## config.mk

```make
export PLATFORM = sky130hd
export DESIGN_NAME = data_ram_arbiter
export DESIGN_NICKNAME = d
export VERILOG_FILES = /design/src/rtl/data_ram_arbiter_pkg.sv /design/src/rtl/data_ram_arbiter.sv
export SDC_FILE = /design/constraint.sdc
export NUM_CORES = 1
export LEC_CHECK = 0
export BUFFER_PORTS_ARGS = -buffer_cell sky130_fd_sc_hd__buf_4
export CAP_MARGIN = 15
export CORE_AREA = 2 2 121 123
export DETAILED_ROUTE_END_ITERATION = 16
export DIE_AREA = 0 0 123 125
export HOLD_SLACK_MARGIN = 0.1
export PLACE_DENSITY = 0.57
export SYNTH_ARGS = -nofsm -noshare
export SYNTH_HDL_FRONTEND = slang
export SYNTH_SLANG_ARGS = --single-unit
```

## constraint.sdc

```tcl
create_clock -name clk -period 1.3 [get_ports clk]
set_input_delay 0.065 -clock clk [delete_from_list [all_inputs] [get_ports clk]]
set_output_delay 0.065 -clock clk [all_outputs]
set_load 0.01 [all_outputs]
```

## src/rtl/data_ram_arbiter_pkg.sv

```systemverilog
// Shared types for the data RAM arbiter: bus width, 4-bit state/counter encodings,
// the RAM request bundle and a saturating counter helper.
package data_ram_arbiter_pkg;

    localparam int REG_W = 32;
    localparam int CNT_W = 4;

    typedef logic [CNT_W-1:0] cnt_t;

    typedef enum logic [CNT_W-1:0] {
        ARB_CPU = 4'd0,
        ARB_EXT = 4'd1
    } arb_state_e;

    typedef struct packed {
        logic             ce;
        logic             we;
        logic [REG_W-1:0] addr;
        logic [3:0]       sel;
        logic [REG_W-1:0] data;
    } ram_req_t;

    function automatic cnt_t sat_inc(input cnt_t v, input cnt_t lim);
        return (v >= lim) ? lim : cnt_t'(v + 1'b1);
    endfunction

endpackage

```

## src/rtl/data_ram_arbiter.sv

```systemverilog
// Two-master arbiter for the single-port data RAM: CPU owns the bus by default,
// EXT gets capped bursts and is forced in after STARVE_LIMIT blocked cycles.
module data_ram_arbiter
    import data_ram_arbiter_pkg::*;
#(
    parameter int STARVE_LIMIT = 4,
    parameter int EXT_BURST    = 4
) (
    input  logic             clk,
    input  logic             rst,
    input  logic             cpu_ce_i,
    input  logic             cpu_we_i,
    input  logic [REG_W-1:0] cpu_addr_i,
    input  logic [3:0]       cpu_sel_i,
    input  logic [REG_W-1:0] cpu_data_i,
    output logic [REG_W-1:0] cpu_data_o,
    output logic             cpu_stallreq_o,
    input  logic             ext_req_i,
    input  logic             ext_we_i,
    input  logic [REG_W-1:0] ext_addr_i,
    input  logic [3:0]       ext_sel_i,
    input  logic [REG_W-1:0] ext_data_i,
    output logic             ext_ack_o,
    output logic [REG_W-1:0] ext_data_o,
    output logic             ram_ce_o,
    output logic             ram_we_o,
    output logic [REG_W-1:0] ram_addr_o,
    output logic [3:0]       ram_sel_o,
    output logic [REG_W-1:0] ram_data_o,
    input  logic [REG_W-1:0] ram_data_i
);

    localparam cnt_t STARVE_LIM = cnt_t'(STARVE_LIMIT);
    localparam cnt_t BURST_LAST = cnt_t'(EXT_BURST - 1);
    localparam cnt_t CNT_MAX    = '1;

    arb_state_e state;
    cnt_t       starve_cnt;
    cnt_t       burst_cnt;
    ram_req_t   cpu_req, ext_req, bus;
    logic       ack, stall;

    assign cpu_req = '{ce: cpu_ce_i, we: cpu_ce_i & cpu_we_i, addr: cpu_addr_i,
                       sel: cpu_sel_i, data: cpu_data_i};
    assign ext_req = '{ce: ext_req_i, we: ext_req_i & ext_we_i, addr: ext_addr_i,
                       sel: ext_sel_i, data: ext_data_i};

    // Reset gates the bus so nothing reaches the RAM while rst is low.
    always_comb begin
        bus   = '0;
        ack   = 1'b0;
        stall = 1'b0;
        if (rst) begin
            if (state == ARB_EXT) begin
                bus   = ext_req;
                ack   = ext_req_i;
                stall = cpu_ce_i;
            end else begin
                bus = cpu_req;
            end
        end
    end

    assign ram_ce_o       = bus.ce;
    assign ram_we_o       = bus.we;
    assign ram_addr_o     = bus.addr;
    assign ram_sel_o      = bus.sel;
    assign ram_data_o     = bus.data;
    assign ext_ack_o      = ack;
    assign cpu_stallreq_o = stall;
    assign cpu_data_o     = ram_data_i;

    always_ff @(posedge clk or negedge rst) begin
        if (!rst) begin
            state      <= ARB_CPU;
            starve_cnt <= '0;
            burst_cnt  <= '0;
            ext_data_o <= '0;
        end else begin
            case (state)
                ARB_CPU: begin
                    if (ext_req_i && (!cpu_ce_i || starve_cnt == STARVE_LIM)) begin
                        state      <= ARB_EXT;
                        starve_cnt <= '0;
                        burst_cnt  <= '0;
                    end else if (ext_req_i) begin
                        starve_cnt <= sat_inc(starve_cnt, STARVE_LIM);
                    end else begin
                        starve_cnt <= '0;
                    end
                end
                ARB_EXT: begin
                    // Saturate so a long free burst cannot wrap and re-extend a later CPU stall.
                    if (ext_req_i)
                        burst_cnt <= sat_inc(burst_cnt, CNT_MAX);
                    if (!(ext_req_i && (!cpu_ce_i || burst_cnt < BURST_LAST)))
                        state <= ARB_CPU;
                end
                default: state <= ARB_CPU;
            endcase
            if (ack && !ext_we_i)
                ext_data_o <= ram_data_i;
        end
    end

endmodule

```

==> flow_summary.yaml, run 1 <==
routing:
  drc: 0
  routedWlPerCell_um: 15.8
  dr.first_iter.drc_count: 56
  dr.pass1.iters: 4
  routed_wl_mm: 12.9
  vias: 3501
  ant_nets: 0
  avgViaCountPerCell: 4.26
setup_path:
  worst-endpoint-required_ns: 1.24
  cp-end-kind: "output pin"
  r2r-end: "ext_data_o[3]"
  crit_start: "state[0]"
  crit_arrival_ns: 1.55
  start_kind: "flop"
  endpoint: "ram_we_o"
  worst-setup-path-type: "flop to output pin"
  critPathMaxFanout: 4
  reg2reg_from: "state[0]"
  rr_worst_depth: 5
  reg2reg_slack_ns: -0.16
floorplan:
  die_y_um: 125
  boundaryPins: 310
  rows: 44
  core-area_mm2: 0.0142
  start_util_pct: 23.2
  die_w_um: 123
  dieArea_mm2: 0.0154
finish:
  post-route-cell-area_mm2: 0.00655
  drive_gt1_share_pct: 64.2
  fin_cells: 821
  fill_cells: 1328
  syn_to_final_growth_pct: 98.9
  antennaDiodeCount: 0
  nNetsFinal: 813
  finish.utilization_pct: 46.1
clocking:
  cts_tree: "built"
  htreeDepth: 2
  root_buffer: "clkbuf_16"
  cts_buffer_depth: 2
  cts_sinks: 41
  numCtsBuffers: 5
  clk_pin_slew_worst_paths_ns: 0.06
  insertion_delay_ns: 0.28
sta:
  finalWorstSetupSlack_ns: -0.310
  fin_skew_ns: 0.00282
  layout_min_cycle_time_ns: 1.61
  tightest_slew_ns: 0.903
  finalCritPeriodShare_pct: 124
  slew_headroom_pct: 39.7
  drv_slew: 0
  holdWs_ns: 0.0605
  setup-tns-final_ns: -21.66
  setup_viol: 107
  fmax_ghz: 0.621
  rsz0062_at_grt: "yes"
  hold_violations: 0
synth:
  yosys.area_share.simple_pct: 16.7
  ys_seq_elements: 41
  synth_compound_area_share_pct: 3.38
  yosys_warnings: 0
  async_flop_share_pct: 100
  synth_flop_cell: "dfrtp_1"
  yosysTopAreaCellShare_pct: 31.2
  yosysUniqueCellTypes: 32
  ys_seq_area_share_pct: 31.2
  yosysTopAreaCell: "dfrtp_1"
  synth_area_leaders: "dfrtp_1 31%, mux2i_1 21%, mux2_4 14%"
  syn-num-nets: 486
  synth_most_common_cell: "nor2b_1"
  postSynthCellCount: 309
  synth_mux_area_share_pct: 35.1
  synthXorXnorAreaFrac_pct: 0
  synthTopCellsByCount: "70 x nor2b_1, 68 x mux2i_1, 41 x dfrtp_1"
  synth_top_family_by_area: "multiplexers"
  synth_area_per_cell_um2: 10.6
  synth_fa_ha_area_share_pct: 1.14
  synth_area_mm2: 0.00329
  synth_edf_count: 0
pwr:
  switchingPower_mw: 1.71
  clkPwrFrac_pct: 24.1
  combPwrFrac_pct: 46.7
  leakage_nw: 3.38
  power.density_mw_per_mm2: 915
  peakVddDrop_mv: 0.687
  seq_power_share_pct: 29.2
  p_sw_share_pct: 28.6
  p_int_mw: 4.28
grt:
  grt_util_all_layers_pct: 15.9
  grt_overflow_total: 0
  grt_pass1_vias: 3673
  antenna_found_initial: 0
  grt_pass1_wl_mm: 19.3
  grt_max_degree: 74
status:
  violations: "negative setup slack"
  outcome: "complete, but fails checks"
place:
  placedCellCount: 766
  hpwlAfterDp_mm: 9.62
  io_buffers: 309
  routabilityCongestion: 0.839
  placed_area_mm2: 0.00563
run:
  maxCapViolCount: 0
hold_path:
  hp-class: "input pin to async pin"
[through the flow]
| step | setup WS (ns) | total power, mW |
|---|---|---|
| 6_report | -0.310 | 5.99 |
| 3_5_place_dp | -0.117 | 4.28 |
| 5_1_grt | -0.378 | 6.32 |
| 3_3_place_gp | -0.0766 | 4.25 |
| 4_1_cts | -0.335 | 5.98 |
| 2_1_floorplan | -0.0710 | 2.94 |
[logic make-up (layout without fill, tap and decap cells)]
kind of cell / count (synthesis) / in the layout
flops: 41 / 41
compound gates: 17 / 17
mux: 100 / 100
fa+ha+maj: 3 / 3
simple gates: 90 / 90
buf+inv: 58 / 386
[worst min-delay path by stage]
stage | startpoint | slack (ns) | endpoint
CTS | cpu_ce_i | 0.10 | starve_cnt[1]
finish | rst | 0.06 | ext_data_o[16]
floorplan | rst | -0.23 | burst_cnt[0]
global route | cpu_ce_i | 0.13 | starve_cnt[1]
global placement | rst | 0.11 | ext_data_o[22]
detailed placement | rst | 0.12 | ext_data_o[22]
[state kept, by name (all words and copies together) (netlist names)]
name / flops
burst_cnt: 4
ext_data_o: 32
state: 1
starve_cnt: 4
[critical path, cell delays in order, from the launching register on]
cell and delay [ns]:
dfrtp_4 0.49, bufbuf_16 0.28, and2_4 0.14, a22oi_2 0.14, nor2b_1 0.06, buf_4 0.14
[power by group through the flow]
stage | Sequential [mW] | Clock [mW] | Combinational (mW)
global placement | 1.76 | 0 | 2.48
CTS | 1.75 | 1.48 | 2.75
detailed placement | 1.76 | 0 | 2.52
global route | 1.78 | 1.54 | 3.00
floorplan | 1.87 | 0 | 1.07
finish | 1.75 | 1.44 | 2.80
[cell usage in the layout (no fill, tap or decap), types with 5 or more instances in the layout]
cell type,instances
buf_12,5
buf_4,316
buf_6,10
clkbuf_16,6
dfrtp_1,40
dlygate4sd3_1,33
mux2_4,32
mux2i_1,63
mux2i_2,5
nor2b_1,69
[final cells by class]
class	instances	area [um^2]	area share (%)
clock inverter	2	37.5	0.574
timing repair buffer	373	3110	47.6
tap	184	230	3.52
clock buffer	6	139	2.12
sequential	41	1030	15.7
multi-input combinational	210	1980	30.2
inverter	5	18.8	0.287
[what timing repair did]
item / 4_1_cts / 5_1_grt
endpoints found under the hold margin: 55 / 0
setup endpoints to repair: 107 / 131
setup buffers: 5 / 8
gates resized for setup: 28 / 43
cloned: 6 / 1
hold buffers: 34 / 0
pin swaps: 2 / 3
[per-layer routing]
metal	track usage [%]	up-vias	routed length, um
met2	30.3	179	6920
met1	17.4	1637	4790
met3	3.38	11	1010
met5	0	-	0
met4	4.61	0	219
li1	-	1674	-
(Power assumes the default switching activity.)
==> inputs of run 2 (changes only) <==
--- a/config.mk
+++ b/config.mk
@@ -7,11 +7,14 @@
 export LEC_CHECK = 0
 export BUFFER_PORTS_ARGS = -buffer_cell sky130_fd_sc_hd__buf_4
 export CAP_MARGIN = 15
-export CORE_AREA = 2 2 121 123
+export CELL_PAD_IN_SITES_DETAIL_PLACEMENT = 1
+export CELL_PAD_IN_SITES_GLOBAL_PLACEMENT = 2
+export CORE_ASPECT_RATIO = 1.25
+export CORE_MARGIN = 2
+export CORE_UTILIZATION = 17
 export DETAILED_ROUTE_END_ITERATION = 16
-export DIE_AREA = 0 0 123 125
 export HOLD_SLACK_MARGIN = 0.1
-export PLACE_DENSITY = 0.57
+export PLACE_DENSITY = 0.75
 export SYNTH_ARGS = -nofsm -noshare
 export SYNTH_HDL_FRONTEND = slang
 export SYNTH_SLANG_ARGS = --single-unit
==> flow_summary.yaml, run 2 (synthesized netlist as in run 1, its figures left out) <==
clocking:
  htreeDepth: 2
  cts_sinks: 41
  clk_pin_slew_worst_paths_ns: 0.06
  cts_tree: "built"
  postCtsHoldBufs: 32
  numCtsBuffers: 5
  cts_buffer_depth: 2
  root_buffer: "clkbuf_16"
  insertion_delay_ns: 0.29
sta:
  slew_headroom_pct: 68.3
  hold_violations: 41
  fmax_ghz: 0.612
  finalCritPeriodShare_pct: 126
  rsz0062_at_grt: "yes"
  fin_skew_ns: 0.00776
  setup-tns-final_ns: -24.75
  holdWs_ns: -0.171
  tightest_slew_ns: 0.475
  finalWorstSetupSlack_ns: -0.333
  drv_slew: 0
  setup_viol: 103
  layout_min_cycle_time_ns: 1.63
pwr:
  seq_power_share_pct: 29.3
  switchingPower_mw: 1.76
  clkPwrFrac_pct: 23.0
  p_sw_share_pct: 29.2
  leakage_nw: 3.39
  p_int_mw: 4.26
  combPwrFrac_pct: 47.7
  power.density_mw_per_mm2: 907
  peakVddDrop_mv: 0.530
setup_path:
  rr_worst_depth: 4
  worst-setup-path-type: "flop to output pin"
  reg2reg_from: "state[0]"
  worst_path_max_delay_cell: "dfrtp_4"
  crit_start: "state[0]"
  cp-end-kind: "output pin"
  cp_cell_sequence: "clkbuf_16, clkbuf_16, mux2i_1, nor2b_1, buf_4"
  cpPeakStageDelay_ns: 0.51
  start_kind: "flop"
  crit_path_frequent_cell: "clkbuf_16"
  crit_arrival_ns: 1.57
  critPathMaxFanout: 9
  worst-endpoint-required_ns: 1.24
  cp_top_family: "flip-flops"
  crit_cells: 5
  crit_buf_inv: 3
run:
  maxCapViolCount: 0
floorplan:
  die_w_um: 128
  dieArea_mm2: 0.0205
  start_util_pct: 17.5
  boundaryPins: 310
  core-area_mm2: 0.0188
  die_y_um: 160
  rows: 56
grt:
  grt_pass1_vias: 3888
  grt_pass1_wl_mm: 21.1
  antenna_found_initial: 0
  grt_util_all_layers_pct: 13.0
  grt_overflow_total: 0
  grt_max_degree: 113
finish:
  nNetsFinal: 814
  antennaDiodeCount: 0
  fill_cells: 2118
  layout_common_cells: "316 x buf_4, 68 x nor2b_1, 63 x mux2i_1, 40 x dfrtp_1"
  layout_commonest_cell: "buf_4"
  multiInputGateArea_mm2: 0.00197
  drive_gt1_share_pct: 63.7
  syn_to_final_growth_pct: 102
  top_regs: "ext_data_o (32), burst_cnt (4), starve_cnt (4)"
  top_register: "ext_data_o"
  largest_register_ffs: 32
  ff_latch_area_mm2: 0.00103
place:
  io_buffers: 309
  routabilityCongestion: 0.757
  hpwlAfterDp_mm: 10.8
  dp_slack_ns: -0.170
routing:
  wirelength_met1_mm: 5.28
  routedWlPerCell_um: 17.0
  routed_wl_mm: 14.8
  drc: 0
  wl_met2_mm: 7.81
  vias: 3541
  route.met3.wl_mm: 1.43
  highest_layer: "met4"
  avgViaCountPerCell: 4.07
  dr.first_iter.drc_count: 40
  dr.pass1.iters: 4
  ant_nets: 0
hold_path:
  hp-class: "input pin to async pin"
status:
  violations: "negative hold slack, negative setup slack"
  outcome: "complete, but fails checks"
-- run 2: worst register-to-register path: stages, from the launching register on --
cell      delay, ns
dfrtp_4        0.51
and3_4         0.20
nand2b_4       0.15
buf_12         0.17
mux2_4         0.32
-- run 2: final timing paths --
check | slack [ns] | end
max in group asynchronous | 1.09 | starve_cnt[1]
min in group clk | 0.10 | starve_cnt[0]
hold reg to reg | 0.51 | ext_data_o[10]
setup reg to reg | -0.18 | ext_data_o[28]
hold / removal | -0.17 | starve_cnt[0]
setup / recovery | -0.33 | ram_addr_o[15]
-- run 2: repair_timing --
item,4_1_cts,5_1_grt
setup buffers,7,4
gates cloned,3,7
pin swaps,1,3
hold endpoints to repair,73,41
endpoints found under the setup margin,108,110
gates resized for setup,21,44
-- run 2: metrics by stage --
stage | power [mW] | util (%) | hold slack (ns) | std cells | instance area (um^2)
global route | 6.36 | 35.2 | -0.133 | 869 | 6640
floorplan | 2.94 | - | -0.231 | 309 | 3300
CTS | 5.90 | 33.9 | -0.141 | 863 | 6390
finish | 6.02 | 35.2 | -0.171 | 869 | 6640
detailed placement | 4.33 | 30.2 | 0.171 | 814 | 5690
global placement | 4.26 | 30.2 | 0.148 | 814 | 5690
-- run 2: layout make-up --
cell class / count / share of cell area [%]
Timing Repair Buffer: 374 / 47.8
Multi-Input combinational cell: 210 / 29.7
Sequential cell: 41 / 15.5
Tap cell: 232 / 4.37
Clock buffer: 5 / 1.89
Clock inverter: 2 / 0.528
Inverter: 5 / 0.283
-- run 2: power by group through the flow --
stage	Clock (mW)	Combinational [mW]	Sequential, mW
after global routing	1.49	3.07	1.80
after global placement	0	2.49	1.77
after floorplan	0	1.07	1.87
after detailed placement	0	2.56	1.77
after CTS	1.43	2.72	1.76
final	1.38	2.87	1.77
-- run 2: per-layer routing --
metal,GRT usage [%],up-vias
met5,0,-
met4,3.50,0
met3,3.56,15
met2,25.2,208
met1,13.6,1650
li1,-,1668
